**src/rtl/vga_capture.sv**
```systemverilog
// Capture side of a TinyVGA PMOD link: decodes sync and colour, recovers pixel
// coordinates, measures line/frame timing, signs each frame with a CRC and tracks lock.
module vga_capture #(
    parameter int unsigned H_ACTIVE        = 640,
    parameter int unsigned V_ACTIVE        = 480,
    parameter int unsigned H_BACK          = 48,
    parameter int unsigned V_BACK          = 33,
    parameter bit          SYNC_ACTIVE_LOW = 1'b1
) (
    input  logic        clk,
    input  logic        rst_n,
    input  logic [7:0]  vga_in,
    output logic        pix_valid,
    output logic [9:0]  pix_x,
    output logic [9:0]  pix_y,
    output logic [5:0]  pix_rgb,
    output logic [10:0] h_total,
    output logic [9:0]  v_total,
    output logic        frame_done,
    output logic [15:0] frame_crc,
    output logic        locked
);

    // Reset the sampling stages to "both syncs inactive" so no edge is seen at release.
    localparam logic [7:0]  IdleBus = SYNC_ACTIVE_LOW ? 8'h88 : 8'h00;
    localparam logic [11:0] HLo     = 12'(H_BACK);
    localparam logic [11:0] HHi     = 12'(H_BACK + H_ACTIVE);
    localparam logic [10:0] VLo     = 11'(V_BACK);
    localparam logic [10:0] VHi     = 11'(V_BACK + V_ACTIVE);
    localparam logic [10:0] HBack   = 11'(H_BACK);
    localparam logic [9:0]  VBack   = 10'(V_BACK);

    typedef enum logic [1:0] {StSearch, StSync1, StLocked} state_e;

    function automatic logic [15:0] crc_shift6(input logic [15:0] crc, input logic [5:0] data);
        logic [15:0] r;
        logic        fb;
        r = crc;
        for (int i = 5; i >= 0; i--) begin
            fb = r[15] ^ data[i];
            r  = {r[14:0], 1'b0};
            if (fb) r = r ^ 16'h1021;
        end
        return r;
    endfunction

    logic [7:0]  s1_q, s2_q;
    logic        hs1, hs2, vs1, vs2;
    logic        hs_start, hs_end, vs_start, vs_end;
    logic        hs_start_q, vs_start_q, vs_end_q, gap_q;
    logic [10:0] hcount_q, hcount_d;
    logic [9:0]  vcount_q, vcount_d;
    logic        active;
    logic [5:0]  rgb_d;
    logic [15:0] crc_q, crc_base, crc_d;
    logic [10:0] hper_q, hper_d;
    logic [9:0]  lines_q, lines_d;
    logic [10:0] h_total_q, h_total_d;
    logic [9:0]  v_total_q, v_total_d;
    logic [10:0] ref_h_q;
    logic [9:0]  ref_v_q;
    logic        totals_match;
    state_e      state_q, state_d;
    logic        pix_valid_q, frame_done_q, locked_q;
    logic [9:0]  pix_x_q, pix_y_q;
    logic [5:0]  pix_rgb_q;
    logic [15:0] frame_crc_q;

    assign hs1 = s1_q[7] ^ SYNC_ACTIVE_LOW;
    assign hs2 = s2_q[7] ^ SYNC_ACTIVE_LOW;
    assign vs1 = s1_q[3] ^ SYNC_ACTIVE_LOW;
    assign vs2 = s2_q[3] ^ SYNC_ACTIVE_LOW;

    assign hs_start = hs1 & ~hs2;
    assign hs_end   = ~hs1 & hs2;
    assign vs_start = vs1 & ~vs2;
    assign vs_end   = ~vs1 & vs2;

    // Counters are aligned with s2: after an end edge, s2 holds the sample with count 0.
    always_comb begin
        hcount_d = hcount_q;
        vcount_d = vcount_q;
        if (hs_end) begin
            hcount_d = '0;
        end else if (hcount_q != 11'h7ff) begin
            hcount_d = hcount_q + 11'd1;
        end
        if (vs_end) begin
            vcount_d = '0;
        end else if (hs_end && vcount_q != 10'h3ff) begin
            vcount_d = vcount_q + 10'd1;
        end
    end

    assign active = ({1'b0, hcount_q} >= HLo) && ({1'b0, hcount_q} < HHi) &&
                    ({1'b0, vcount_q} >= VLo) && ({1'b0, vcount_q} < VHi);
    assign rgb_d  = {s2_q[0], s2_q[4], s2_q[1], s2_q[5], s2_q[2], s2_q[6]};

    // A pixel on the vsync-start sample still lands in the CRC before it is copied out.
    always_comb begin
        crc_base = vs_end_q ? 16'hffff : crc_q;
        crc_d    = active ? crc_shift6(crc_base, rgb_d) : crc_base;
    end

    always_comb begin
        hper_d    = hper_q;
        h_total_d = h_total_q;
        lines_d   = lines_q;
        v_total_d = v_total_q;
        if (hs_start_q) begin
            h_total_d = hper_q;
            hper_d    = 11'd1;
        end else if (hper_q != 11'h7ff) begin
            hper_d = hper_q + 11'd1;
        end
        if (hs_start_q && lines_q != 10'h3ff) begin
            lines_d = lines_q + 10'd1;
        end
        // A coincident hsync start belongs to the frame that is just closing.
        if (vs_start_q) begin
            v_total_d = lines_d;
            lines_d   = '0;
        end
    end

    assign totals_match = (h_total_d == ref_h_q) && (v_total_d == ref_v_q);

    always_comb begin
        state_d = state_q;
        if (gap_q) begin
            state_d = StSearch;
        end else if (vs_start_q) begin
            unique case (state_q)
                StSearch: state_d = StSync1;
                StSync1:  if (totals_match) state_d = StLocked;
                StLocked: if (!totals_match) state_d = StSync1;
                default:  state_d = StSearch;
            endcase
        end
    end

    always_ff @(posedge clk or negedge rst_n) begin
        if (!rst_n) begin
            s1_q         <= IdleBus;
            s2_q         <= IdleBus;
            hcount_q     <= 11'h7ff;
            vcount_q     <= 10'h3ff;
            hs_start_q   <= 1'b0;
            vs_start_q   <= 1'b0;
            vs_end_q     <= 1'b0;
            gap_q        <= 1'b0;
            crc_q        <= 16'hffff;
            hper_q       <= '0;
            lines_q      <= '0;
            h_total_q    <= '0;
            v_total_q    <= '0;
            ref_h_q      <= '0;
            ref_v_q      <= '0;
            state_q      <= StSearch;
            pix_valid_q  <= 1'b0;
            pix_x_q      <= '0;
            pix_y_q      <= '0;
            pix_rgb_q    <= '0;
            frame_done_q <= 1'b0;
            frame_crc_q  <= 16'hffff;
            locked_q     <= 1'b0;
        end else begin
            s1_q         <= vga_in;
            s2_q         <= s1_q;
            hcount_q     <= hcount_d;
            vcount_q     <= vcount_d;
            hs_start_q   <= hs_start;
            vs_start_q   <= vs_start;
            vs_end_q     <= vs_end;
            // Fires once, on the hsync that drives vcount into saturation.
            gap_q        <= hs_end & ~vs_end & (vcount_q == 10'd1022);
            crc_q        <= crc_d;
            hper_q       <= hper_d;
            lines_q      <= lines_d;
            h_total_q    <= h_total_d;
            v_total_q    <= v_total_d;
            state_q      <= state_d;
            pix_valid_q  <= active;
            pix_x_q      <= active ? 10'(hcount_q - HBack) : 10'd0;
            pix_y_q      <= active ? (vcount_q - VBack) : 10'd0;
            pix_rgb_q    <= rgb_d;
            frame_done_q <= vs_start_q && (state_q != StSearch);
            locked_q     <= (state_d == StLocked);
            if (vs_start_q) begin
                frame_crc_q <= crc_d;
                ref_h_q     <= h_total_d;
                ref_v_q     <= v_total_d;
            end
        end
    end

    assign pix_valid  = pix_valid_q;
    assign pix_x      = pix_x_q;
    assign pix_y      = pix_y_q;
    assign pix_rgb    = pix_rgb_q;
    assign h_total    = h_total_q;
    assign v_total    = v_total_q;
    assign frame_done = frame_done_q;
    assign frame_crc  = frame_crc_q;
    assign locked     = locked_q;

endmodule

```
**config.mk**
```make
export PLATFORM = sky130hd
export DESIGN_NAME = vga_capture
export DESIGN_NICKNAME = d
export VERILOG_FILES = /design/src/rtl/vga_capture.sv
export SDC_FILE = /design/constraint.sdc
export NUM_CORES = 1
export LEC_CHECK = 0
export CORE_MARGIN = 8
export CORE_UTILIZATION = 45
export DETAILED_ROUTE_END_ITERATION = 10
export MAX_ROUTING_LAYER = met4
export PLACE_DENSITY = 0.75
export SETUP_SLACK_MARGIN = 0.5
export SLEW_MARGIN = 20
export SYNTH_ARGS = -nofsm -noshare
export SYNTH_HDL_FRONTEND = slang
export SYNTH_SLANG_ARGS = --single-unit
```
**constraint.sdc**
```tcl
create_clock -name clk -period 5.2 [get_ports clk]
set_clock_uncertainty 0.2 [all_clocks]
set_input_delay 1.04 -clock clk [delete_from_list [all_inputs] [get_ports clk]]
set_output_delay 1.04 -clock clk [all_outputs]
set_load 0.05 [all_outputs]
```
==> run metrics <==
Synth Warn # 0; Routed WL around 16000 um; slew at the pin closest to its max-slew limit approximately 0.88 ns; Worst path slowest cell inv_1; Total GRT Usage 0.160; top-count cell post-synth dfrtp_1; EDFF count, synth 0; top post-synthesis cells by area dfrtp_1, dfstp_2, xnor2_1; reg2reg path depth 9; Slew headroom 0.413; Synth Area in Adders 0.0149; Final Hold Viols 0; HP Class reg -> reg; post-synthesis mux area share 0.0403; CTS tree done; setup_tns 0 ns; RSZ-0062 raised after global routing false; leakage 0.00379 uW; root buffer cell clkbuf_16; Critical Path RT roughly 5.4 ns; max-cap viol count 0; initial DRC count about 360; Max H-tree Level 4; share of layout cells above drive strength 1 0.153; Port Buffers 75; FF-to-FF End frame_crc[2]; IO Count 76; DR DRC count 0; r2r setup slk approximately 1.9 ns; Finish-stage setup viols 0; Syn Std Cell Area 7540 sq um; fillers between 1000 and 1500; CORE AREA between 15000 and 20000 sq um; cts repair resizes 0; Cell Chain, Critical Path ha_1 -> nor4b_1 -> nand2_1 -> a221oi_2 -> nand2_1 -> inv_1 -> nand2_1 -> o211a_1 -> mux2_2; combinational family with the most area after synthesis simple AND/OR/NAND/NOR gates; global-route wire length before repair 27100 um; Die W approximately 150 um; sequential area share after synthesis 0.563; largest net degree at the start of global routing 115; Clock transition at path regs approximately 0.06 ns; GR peak layer met2; Vias between 5000 and 6000; Syn Inst Count ~700; initial antenna violation count 0; clk sink count 167; element type at the critical path end register; row cnt 47; switch share 0.281; Area growth syn-to-layout 19.7%; Simple-Gate Fraction of Synth Area 0.158; CP max FO 24; clock power share 0.390; top cells by count, synth dfrtp_1, nor2_1, dfstp_2; RR Startpoint hcount_q[4]; ANT cells 0; final critical-path required period roughly 3.3 ns; die span in y roughly 150 um; number of synthesized register bits approximately 170; Yosys top cell by area dfrtp_1; Worst-Skew Late Latency approximately 0.42 ns; CP most frequent cell nand2_1; detailed placement HPWL roughly 11000 um; antenna-violating nets left 0; VDD IR-drop max ~0.23 mV; sequential share of power 0.471; via-per-instance ratio ~5.4; met1 global-route usage 0.208; ys async rst share 1.00; crit-path max cell delay between 0.5 and 0.6 ns; Comb pwr share 0.139; Pins Over Slew Limit 0; multi-input logic area 3020 sq um; Crit path arrival time around 3.4 ns; routability congestion estimate 0.906; dominant synthesized flop cell dfrtp_1; cts bufs inserted 17; Switching Power 896 uW; CTS max path bufs 2; total iterations of the first detailed-routing run 5; met2 usage 0.232; Post-CTS Hold Buffers 0; Seq. cell area 4250 sq um; Initial Utilization 0.458; compound-gate portion of the synthesized area 0.110; Pint roughly 2300 uW; pwr/cell area ~350 nW/um^2; final worst path period share 0.631; Worst Hold Endpoint s2_q[0]; number of global-route vias before repair 5300; met3 usage 0.0466; grt ovf 0; Net Count, Synth 718; WS Path Type reg -> reg; Avg Cell Area, Syn about 11 sq um; post-synthesis xor/xnor area fraction 0.0778; Final nets roughly 800; Post-CTS Setup Repair Bufs 0; Fmax between 300 and 400 MHz; count of different cell masters after synthesis 66; full die area 21200 sq um; Startpoint Class register; status finished clean; hold path depth 0; Synth top area share 0.365; Tot Pwr approximately 3200 uW; Hold Crit Start s1_q[0]; WL per Instance around 16 um
-- layer usage --
metal / wire [um] / share of wire / up-vias
li1: - / - / 2568
met1: 7580 / 0.47 / 2589
met2: 7260 / 0.45 / 162
met3: 815 / 0.051 / 33
met4: 374 / 0.023 / 0
met5: 0 / 0 / -
-- critical path: cells and delay by family (launching register included) --
family,cells,cell delay [ns]
and+or+nand+nor,4,0.70
AOI/OAI and AO/OA,2,0.67
buffers and inverters,1,0.58
DFF,1,0.57
muxes,1,0.26
adders and majority gates,1,0.23
-- worst max-delay path by stage --
stage                           start           end  slack (ns)  cells after the start
after floorplan            lines_q[0]    state_q[0]        2.37                      9
after global placement     hs_start_q    state_q[0]        1.98                      8
after detailed placement  hcount_q[4]  frame_crc[2]        1.92                      9
after CTS                 hcount_q[4]  frame_crc[2]        1.89                      9
after global routing      hcount_q[4]  frame_crc[2]        1.59                      9
final                     hcount_q[4]  frame_crc[2]        1.92                      9
-- flip-flops by register name, indices dropped and copies added, names as in the netlist, 2 cells and up --
signal,cells
ref_v_q,10
ref_h_q,11
hper_q,11
h_total,11
pix_x,10
state_q,2
hcount_q,11
crc_q,16
vcount_q,10
lines_q,10
pix_rgb,6
frame_crc,16
v_total,10
s2_q,8
s1_q,8
pix_y,10
-- placed cells by master, fill, tap and decap left out, drive strengths merged, types with 5 or more instances in the layout --
| cell | n |
|---|---|
| xnor2 | 44 |
| nand2 | 33 |
| or3 | 5 |
| and4 | 6 |
| inv | 30 |
| nor3 | 13 |
| clkdlybuf4s50 | 74 |
| clkbuf | 20 |
| ha | 9 |
| and3 | 11 |
| dfstp | 57 |
| mux2i | 18 |
| nand3 | 19 |
| nor4 | 9 |
| a21oi | 37 |
| o21a | 5 |
| buf | 5 |
| a221oi | 7 |
| nor2 | 102 |
| xor2 | 23 |
| o21ai | 13 |
| nand2b | 9 |
| o22ai | 9 |
| dfrtp | 110 |
| nand4 | 16 |
| mux2 | 10 |
| nor2b | 5 |
-- per-stage QoR --
| step | worst slack (ns) | utilization | hold slack [ns] | instances | instance area, sq um |
|---|---|---|---|---|---|
| global placement | 1.98 | 0.512 | 0.134 | 961 | 8440 |
| floorplan | 2.37 | - | 0.131 | 699 | 7540 |
| detailed placement | 1.92 | 0.512 | 0.135 | 961 | 8440 |
| CTS | 1.89 | 0.548 | 0.146 | 993 | 9020 |
| global route | 1.59 | 0.548 | 0.150 | 993 | 9030 |
| finish | 1.92 | 0.548 | 0.145 | 993 | 9030 |
-- power by group through the flow --
stage                     logic, uW  registers [uW]  clock network, uW
after floorplan                 233            1580                  0
after global placement          446            1520                  0
after detailed placement        450            1520                  0
after CTS                       453            1500               1270
after global routing            492            1520               1330
final                           445            1500               1240
-- layout make-up --
type | instances | share of cell area
Clock buffer | 19 | 0.0491
Clock inverter | 13 | 0.0159
Tap cell | 220 | 0.0305
Multi-Input combinational cell | 468 | 0.335
Sequential cell | 167 | 0.471
Inverter | 26 | 0.0108
Timing Repair Buffer | 80 | 0.0877
-- logic make-up (layout without fill, tap and decap cells) --
logic type | count (synthesis) | after routing
simple gates | 244 | 244
flops | 167 | 167
compound gates | 120 | 120
xor+xnor | 67 | 67
buf+inv | 64 | 138
mux | 28 | 28
fa+ha+maj | 9 | 9
No activity file was read; power rests on OpenSTA's default activity.
